--- config.mk ---
export PLATFORM = sky130hd
export DESIGN_NAME = rate_sequencer
export DESIGN_NICKNAME = d
export VERILOG_FILES = /design/src/rtl/rate_seq_pkg.sv /design/src/rtl/rate_table.sv /design/src/rtl/rate_sequencer.sv
export SDC_FILE = /design/constraint.sdc
export NUM_CORES = 1
export LEC_CHECK = 0
export CAP_MARGIN = 0
export CORE_UTILIZATION = 35
export CTS_BUF_LIST = sky130_fd_sc_hd__clkbuf_4 sky130_fd_sc_hd__clkbuf_8
export CTS_CLUSTER_SIZE = 30
export DETAILED_ROUTE_END_ITERATION = 16
export GPL_ROUTABILITY_DRIVEN = 0
export GPL_TIMING_DRIVEN = 0
export SYNTH_ARGS = -nofsm -noshare
export SYNTH_HDL_FRONTEND = slang
export SYNTH_SLANG_ARGS = --single-unit
--- constraint.sdc ---
create_clock -name clock_in -period 2.44 [get_ports clock_in]
set_input_delay 0.61 -clock clock_in [delete_from_list [all_inputs] [get_ports clock_in]]
set_output_delay 0.61 -clock clock_in [all_outputs]
set_load 0.02 [all_outputs]
--- src/rtl/rate_seq_pkg.sv ---
// Shared types for the divider rate sequencer.
// State encoding, default widths and the slot record.
package rate_seq_pkg;

  localparam int RS_NUM_SLOTS = 4;
  localparam int RS_DIV_W     = 32;
  localparam int RS_REP_W     = 8;

  typedef enum logic [1:0] {
    IDLE,
    LOAD,
    RUN
  } state_e;

  typedef struct packed {
    logic [RS_DIV_W-1:0] divide;
    logic [RS_REP_W-1:0] rpt;
  } slot_t;

endpackage

--- src/rtl/rate_table.sv ---
// Slot table: (divide, repeat) per entry.
// Synchronous write and clear, combinational read.
module rate_table #(
  parameter int NUM_SLOTS = 4,
  parameter int DIV_W     = 32,
  parameter int REP_W     = 8,
  parameter int SLOT_W    = $clog2(NUM_SLOTS)
) (
  input  logic              clock_in,
  input  logic              reset,
  input  logic              cfg_we,
  input  logic [SLOT_W-1:0] cfg_addr,
  input  logic [DIV_W-1:0]  cfg_divide,
  input  logic [REP_W-1:0]  cfg_repeat,
  input  logic [SLOT_W-1:0] rd_addr,
  output logic [DIV_W-1:0]  rd_divide,
  output logic [REP_W-1:0]  rd_repeat
);

  logic [DIV_W-1:0] div_mem [NUM_SLOTS];
  logic [REP_W-1:0] rep_mem [NUM_SLOTS];

  // Clear on reset, otherwise accept config writes in any state.
  always_ff @(posedge clock_in) begin
    if (reset) begin
      for (int i = 0; i < NUM_SLOTS; i++) begin
        div_mem[i] <= '0;
        rep_mem[i] <= '0;
      end
    end else if (cfg_we) begin
      div_mem[cfg_addr] <= cfg_divide;
      rep_mem[cfg_addr] <= cfg_repeat;
    end
  end

  assign rd_divide = div_mem[rd_addr];
  assign rd_repeat = rep_mem[rd_addr];

endmodule

--- src/rtl/rate_sequencer.sv ---
// Steps the clock divider through a table of rates,
// counting divider rising edges per slot.
module rate_sequencer
  import rate_seq_pkg::*;
#(
  parameter int NUM_SLOTS = RS_NUM_SLOTS,
  parameter int DIV_W     = RS_DIV_W,
  parameter int REP_W     = RS_REP_W,
  parameter int SLOT_W    = $clog2(NUM_SLOTS)
) (
  input  logic              clock_in,
  input  logic              reset,
  input  logic              cfg_we,
  input  logic [SLOT_W-1:0] cfg_addr,
  input  logic [DIV_W-1:0]  cfg_divide,
  input  logic [REP_W-1:0]  cfg_repeat,
  input  logic              start,
  input  logic              stop,
  input  logic              loop,
  input  logic              div_clock,
  output logic [DIV_W-1:0]  divide_by,
  output logic              div_reset_n,
  output logic              busy,
  output logic [SLOT_W-1:0] slot,
  output logic              done
);

  localparam logic [SLOT_W-1:0] LAST_SLOT =
    SLOT_W'(NUM_SLOTS - 1);

  state_e           state;
  logic [REP_W-1:0] rep_cnt;
  logic [REP_W-1:0] rep_lim;
  logic             div_clock_q;
  logic             rise;
  logic [DIV_W-1:0] tbl_divide;
  logic [REP_W-1:0] tbl_repeat;
  logic [REP_W-1:0] tbl_last;

  rate_table #(
    .NUM_SLOTS (NUM_SLOTS),
    .DIV_W     (DIV_W),
    .REP_W     (REP_W),
    .SLOT_W    (SLOT_W)
  ) u_table (
    .clock_in   (clock_in),
    .reset      (reset),
    .cfg_we     (cfg_we),
    .cfg_addr   (cfg_addr),
    .cfg_divide (cfg_divide),
    .cfg_repeat (cfg_repeat),
    .rd_addr    (slot),
    .rd_divide  (tbl_divide),
    .rd_repeat  (tbl_repeat)
  );

  assign rise = div_clock & ~div_clock_q;

  // Repeat 0 behaves as 1; latched at LOAD so
  // a mid-run write cannot change the count.
  assign tbl_last = (tbl_repeat == '0) ?
    '0 : tbl_repeat - 1'b1;

  // Sequencer FSM with registered outputs.
  always_ff @(posedge clock_in) begin
    if (reset) begin
      state       <= IDLE;
      slot        <= '0;
      divide_by   <= '0;
      div_reset_n <= 1'b0;
      busy        <= 1'b0;
      done        <= 1'b0;
      rep_cnt     <= '0;
      rep_lim     <= '0;
      div_clock_q <= 1'b0;
    end else begin
      done <= 1'b0;
      if (state != LOAD) begin
        div_clock_q <= div_clock;
      end
      if (stop) begin
        state       <= IDLE;
        div_reset_n <= 1'b0;
        busy        <= 1'b0;
      end else begin
        unique case (state)
          IDLE: begin
            div_reset_n <= 1'b0;
            busy        <= 1'b0;
            if (start) begin
              state <= LOAD;
              slot  <= '0;
              busy  <= 1'b1;
            end
          end
          LOAD: begin
            divide_by   <= tbl_divide;
            rep_cnt     <= '0;
            rep_lim     <= tbl_last;
            div_clock_q <= 1'b0;
            if (tbl_divide == '0) begin
              if (loop && slot != '0) begin
                state <= LOAD;
                slot  <= '0;
              end else begin
                state <= IDLE;
                busy  <= 1'b0;
                done  <= 1'b1;
              end
            end else begin
              state       <= RUN;
              div_reset_n <= 1'b1;
            end
          end
          RUN: begin
            if (rise) begin
              if (rep_cnt == rep_lim) begin
                div_reset_n <= 1'b0;
                if (slot == LAST_SLOT && !loop) begin
                  state <= IDLE;
                  busy  <= 1'b0;
                  done  <= 1'b1;
                end else begin
                  state <= LOAD;
                  slot  <= (slot == LAST_SLOT) ?
                    '0 : slot + 1'b1;
                end
              end else begin
                rep_cnt <= rep_cnt + 1'b1;
              end
            end
          end
          default: state <= IDLE;
        endcase
      end
    end
  end

endmodule
==> impl_summary.txt <==
----------------------------------------------------
[Worst hold path]
  Critical hold path startpoint ... divide_by[15]$_SDFFE_PP0P_
  Hold Path Cell Cnt ... 2
  Hold/Removal Path Class ... reg -> reg

[Synth]
  Per-instance average area after synthesis ... approximately 13 µm²
  FF+latch count, synth ... ~220
  Number of instances in the synthesized netlist ... 727
  Most common library cells after synthesis ... and2_1 (162), edfxtp_1 (160), nand2_1 (79)
  Commonest register cell after synthesis ... edfxtp_1
  Yosys cell types ... 45
  Warnings, synthesis ... 0
  Fraction of the yosys area taken by sequential cells ... 0.626
  Synthesized cell area ... between 9000 and 10000 µm²
  Cell type contributing the most total cell area after synthesis ... edfxtp_1
  Fraction of synthesis flops using an asynchronous set or reset pin ... 0
  Most frequent cell after synthesis ... and2_1
  Top cells by area, synth ... edfxtp_1 (50%), dfxtp_1 (12%), and2_1 (11%)
  Syn Nets ... approximately 790
  Synth top area share ... 0.504
  Number of flops mapped to enable cells by yosys ... 160

[Setup path]
  Kind of end point of the critical path ... flip-flop
  Cell count of the worst reg-to-reg path ... 11
  Data arrival time of the worst path ... between 3 and 4 ns
  Category of the most critical setup path ... reg -> reg
  Critical path data required time ... 2.87 ns
  Kind of start point of the critical path ... flip-flop
  Highest fanout seen on the critical path ... 6

[Clock tree]
  Inserted Clock Buffers ... 40
  Clock net sink count ... approximately 220
  Max clock buf depth ... 3
  Root Driver ... clkbuf_8
  H-tree level count ... 2
  CTS clk-pin slew, worst paths ... 0.06 ns
  Clock insertion delay at the later pin of the skew report ... 0.55 ns
  Quantity of hold-fixing buffers added after cts ... 0
  TritonCTS clock tree ... yes

[Pwr]
  Worst VDD drop ... between 0.0002 and 0.0003 V
  Total leakage power ... about 4.2 nW
  Power density cells ... approximately 700 nW/µm²
  Total Power ... ~8.4 mW

[Finish]
  Area added between synthesis and finish ... 27.3%
  Antenna Diode Count ... 0
  Fraction of final layout cells with drive strength greater than 1 ... 0.191
  Net count of the finished layout ... about 930

[Timing]
  Final Max Slew Viols ... 0
  Final hold violation count ... 0
  Max-slew headroom ... 0.442
  Final worst slack ... -0.259 ns
  Worst slew pin tran ... roughly 0.83 ns
  Total negative setup slack ... -1.69 ns
  RSZ-0062 raised after global routing ... true
  Post-layout min period ... between 2 and 3 ns
  Portion of the clock cycle consumed by the worst path in the final layout ... 1.11
  Fmax achieved ... 0.370 GHz
  Final-report setup violation count ... 9
  Post-Route Skew ... ~0.032 ns

[Floorplan]
  Die Height ... 167 µm
  Horizontal extent of the die ... 167 µm
  Count of pins on the block boundary ... 86
  Floorplan Core Area ... 26800 µm²
  Initial core utilization ... 0.356
  Rows ... 60
  Die area ... 27900 µm²

[Drt]
  Drc violations ... 0
  Wirelength, routed ... between 20000 and 25000 µm
  1st-iter DRT viols ... 640
  Routed length per placed instance ... ~19 µm
  Via/cell ratio ... between 4 and 5
  Count of TritonRoute iterations in the first routing pass ... 5
  Post-detailed-route count of antenna-violating nets ... 0
  Routed via count ... 6200

[Placed design]
  Hpwl dp ... approximately 15000 µm
  Setup slack at placement ... -0.846 ns
  I/O Buffers ... 84

[Status]
  Violated checks ... negative setup slack
  Run status ... finished, violations left

[Global route]
  Total congestion overflow ... 0
  Via count of the first global-routing pass ... 6279
  Initial antenna violation count ... 0
  Pin count of the biggest net entering global routing ... roughly 40
  First-pass GRT wire length ... between 30000 and 40000 µm
  Total routing resource utilization after global routing ... 0.172

[Run]
  Number of max-capacitance violations reported ... 0

----------------------------------------------------
## sequential cells by signal, indices dropped and copies added (netlist names), 2 cells and up, named ones only
signal           count
divide_by           32
rep_lim              8
u_table.rep_mem     32
u_table.div_mem    128
rep_cnt              8
state                2
slot                 2
## per-layer routing
metal | global-route usage | vias to the layer above | part of all wire
met5 | 0 | - | 0
li1 | - | 2925 | -
met1 | 0.230 | 3046 | 0.44
met3 | 0.0299 | 36 | 0.053
met2 | 0.286 | 193 | 0.49
met4 | 0.0523 | 0 | 0.018
## metrics by stage
stage	area [µm²]	hold slack, ns	cells	util
after detailed placement	10800	0.451	1152	0.404
after global placement	10800	0.446	1152	0.404
after global routing	12100	0.476	1249	0.453
after floorplan	9570	0.463	727	-
final	12100	0.455	1249	0.453
after CTS	12000	0.459	1244	0.449
## cell type report
type	count	area (µm²)
Sequential cell	218	5970
Timing Repair Buffer	104	1090
Tap cell	341	427
Buffer	42	244
Clock inverter	9	52.6
Clock buffer	65	763
Inverter	14	52.6
Multi-Input combinational cell	456	3540
Fill cell	2473	14700
## worst max-delay path, stage by stage, from the launching register on
cell	delay, ns
dfxtp_2	0.33
clkbuf_16	0.16
buf_12	0.13
buf_12	0.13
mux4_2	0.55
nor4_2	0.28
nand4_1	0.13
buf_6	0.15
buf_4	0.13
o21ai_4	0.19
a311oi_2	0.14
a31o_2	0.26
## what timing repair did
item                       CTS  global route
pin swaps                   15             4
buffers inserted            16             3
gates resized for setup     41            15
gates cloned                 2             3
hold endpoints to repair     0             0
setup endpoints to repair  177           139
## cell families after synthesis
| group | after synthesis | synth area share |
|---|---|---|
| AO/OA/AOI/OAI | 73 | 0.0487 |
| XOR/XNOR | 20 | 0.0184 |
| adder cells (fa/ha/maj) | 9 | 0.0118 |
| buffers and inverters | 56 | 0.0231 |
| flip-flops | 218 | 0.626 |
| multiplexers | 43 | 0.0977 |
| AND/OR/NAND/NOR | 308 | 0.174 |
## path summary, 6_finish.rpt
kind         slack (ns)                          to
min                0.46  divide_by[15]$_SDFFE_PP0P_
min reg2reg        0.46  divide_by[15]$_SDFFE_PP0P_
max               -0.26                   flip-flop
max reg2reg       -0.26                   flip-flop
## where the power goes
group	internal (mW)	switching, mW
sequential	4.21	0.0655
combinational	0.267	0.360
clock	1.99	1.55
## placed cells by master (no fill, tap or decap), types with 3 or more instances in the layout
cell	Yosys	routed
ha_1	9	9
clkbuf_4	0	21
buf_4	2	11
nand3_1	6	6
a31o_2	5	4
nor4_2	0	6
clkbuf_8	0	44
clkdlybuf4s50_1	0	84
dfxtp_1	58	57
inv_1	14	14
clkbuf_1	37	33
xnor2_1	17	17
buf_12	0	6
nand4_1	5	5
nand2_1	79	79
mux2i_1	3	3
mux4_2	40	40
buf_6	0	4
and2_1	162	162
a21oi_1	37	36
clkbuf_2	0	3
a211oi_1	4	4
xor2_1	3	3
a22oi_1	8	8
nor2_1	27	26
or2_4	0	6
nand2b_1	4	4
edfxtp_1	160	160
clkinv_1	0	4
No activity file was read; power rests on OpenSTA's default activity.
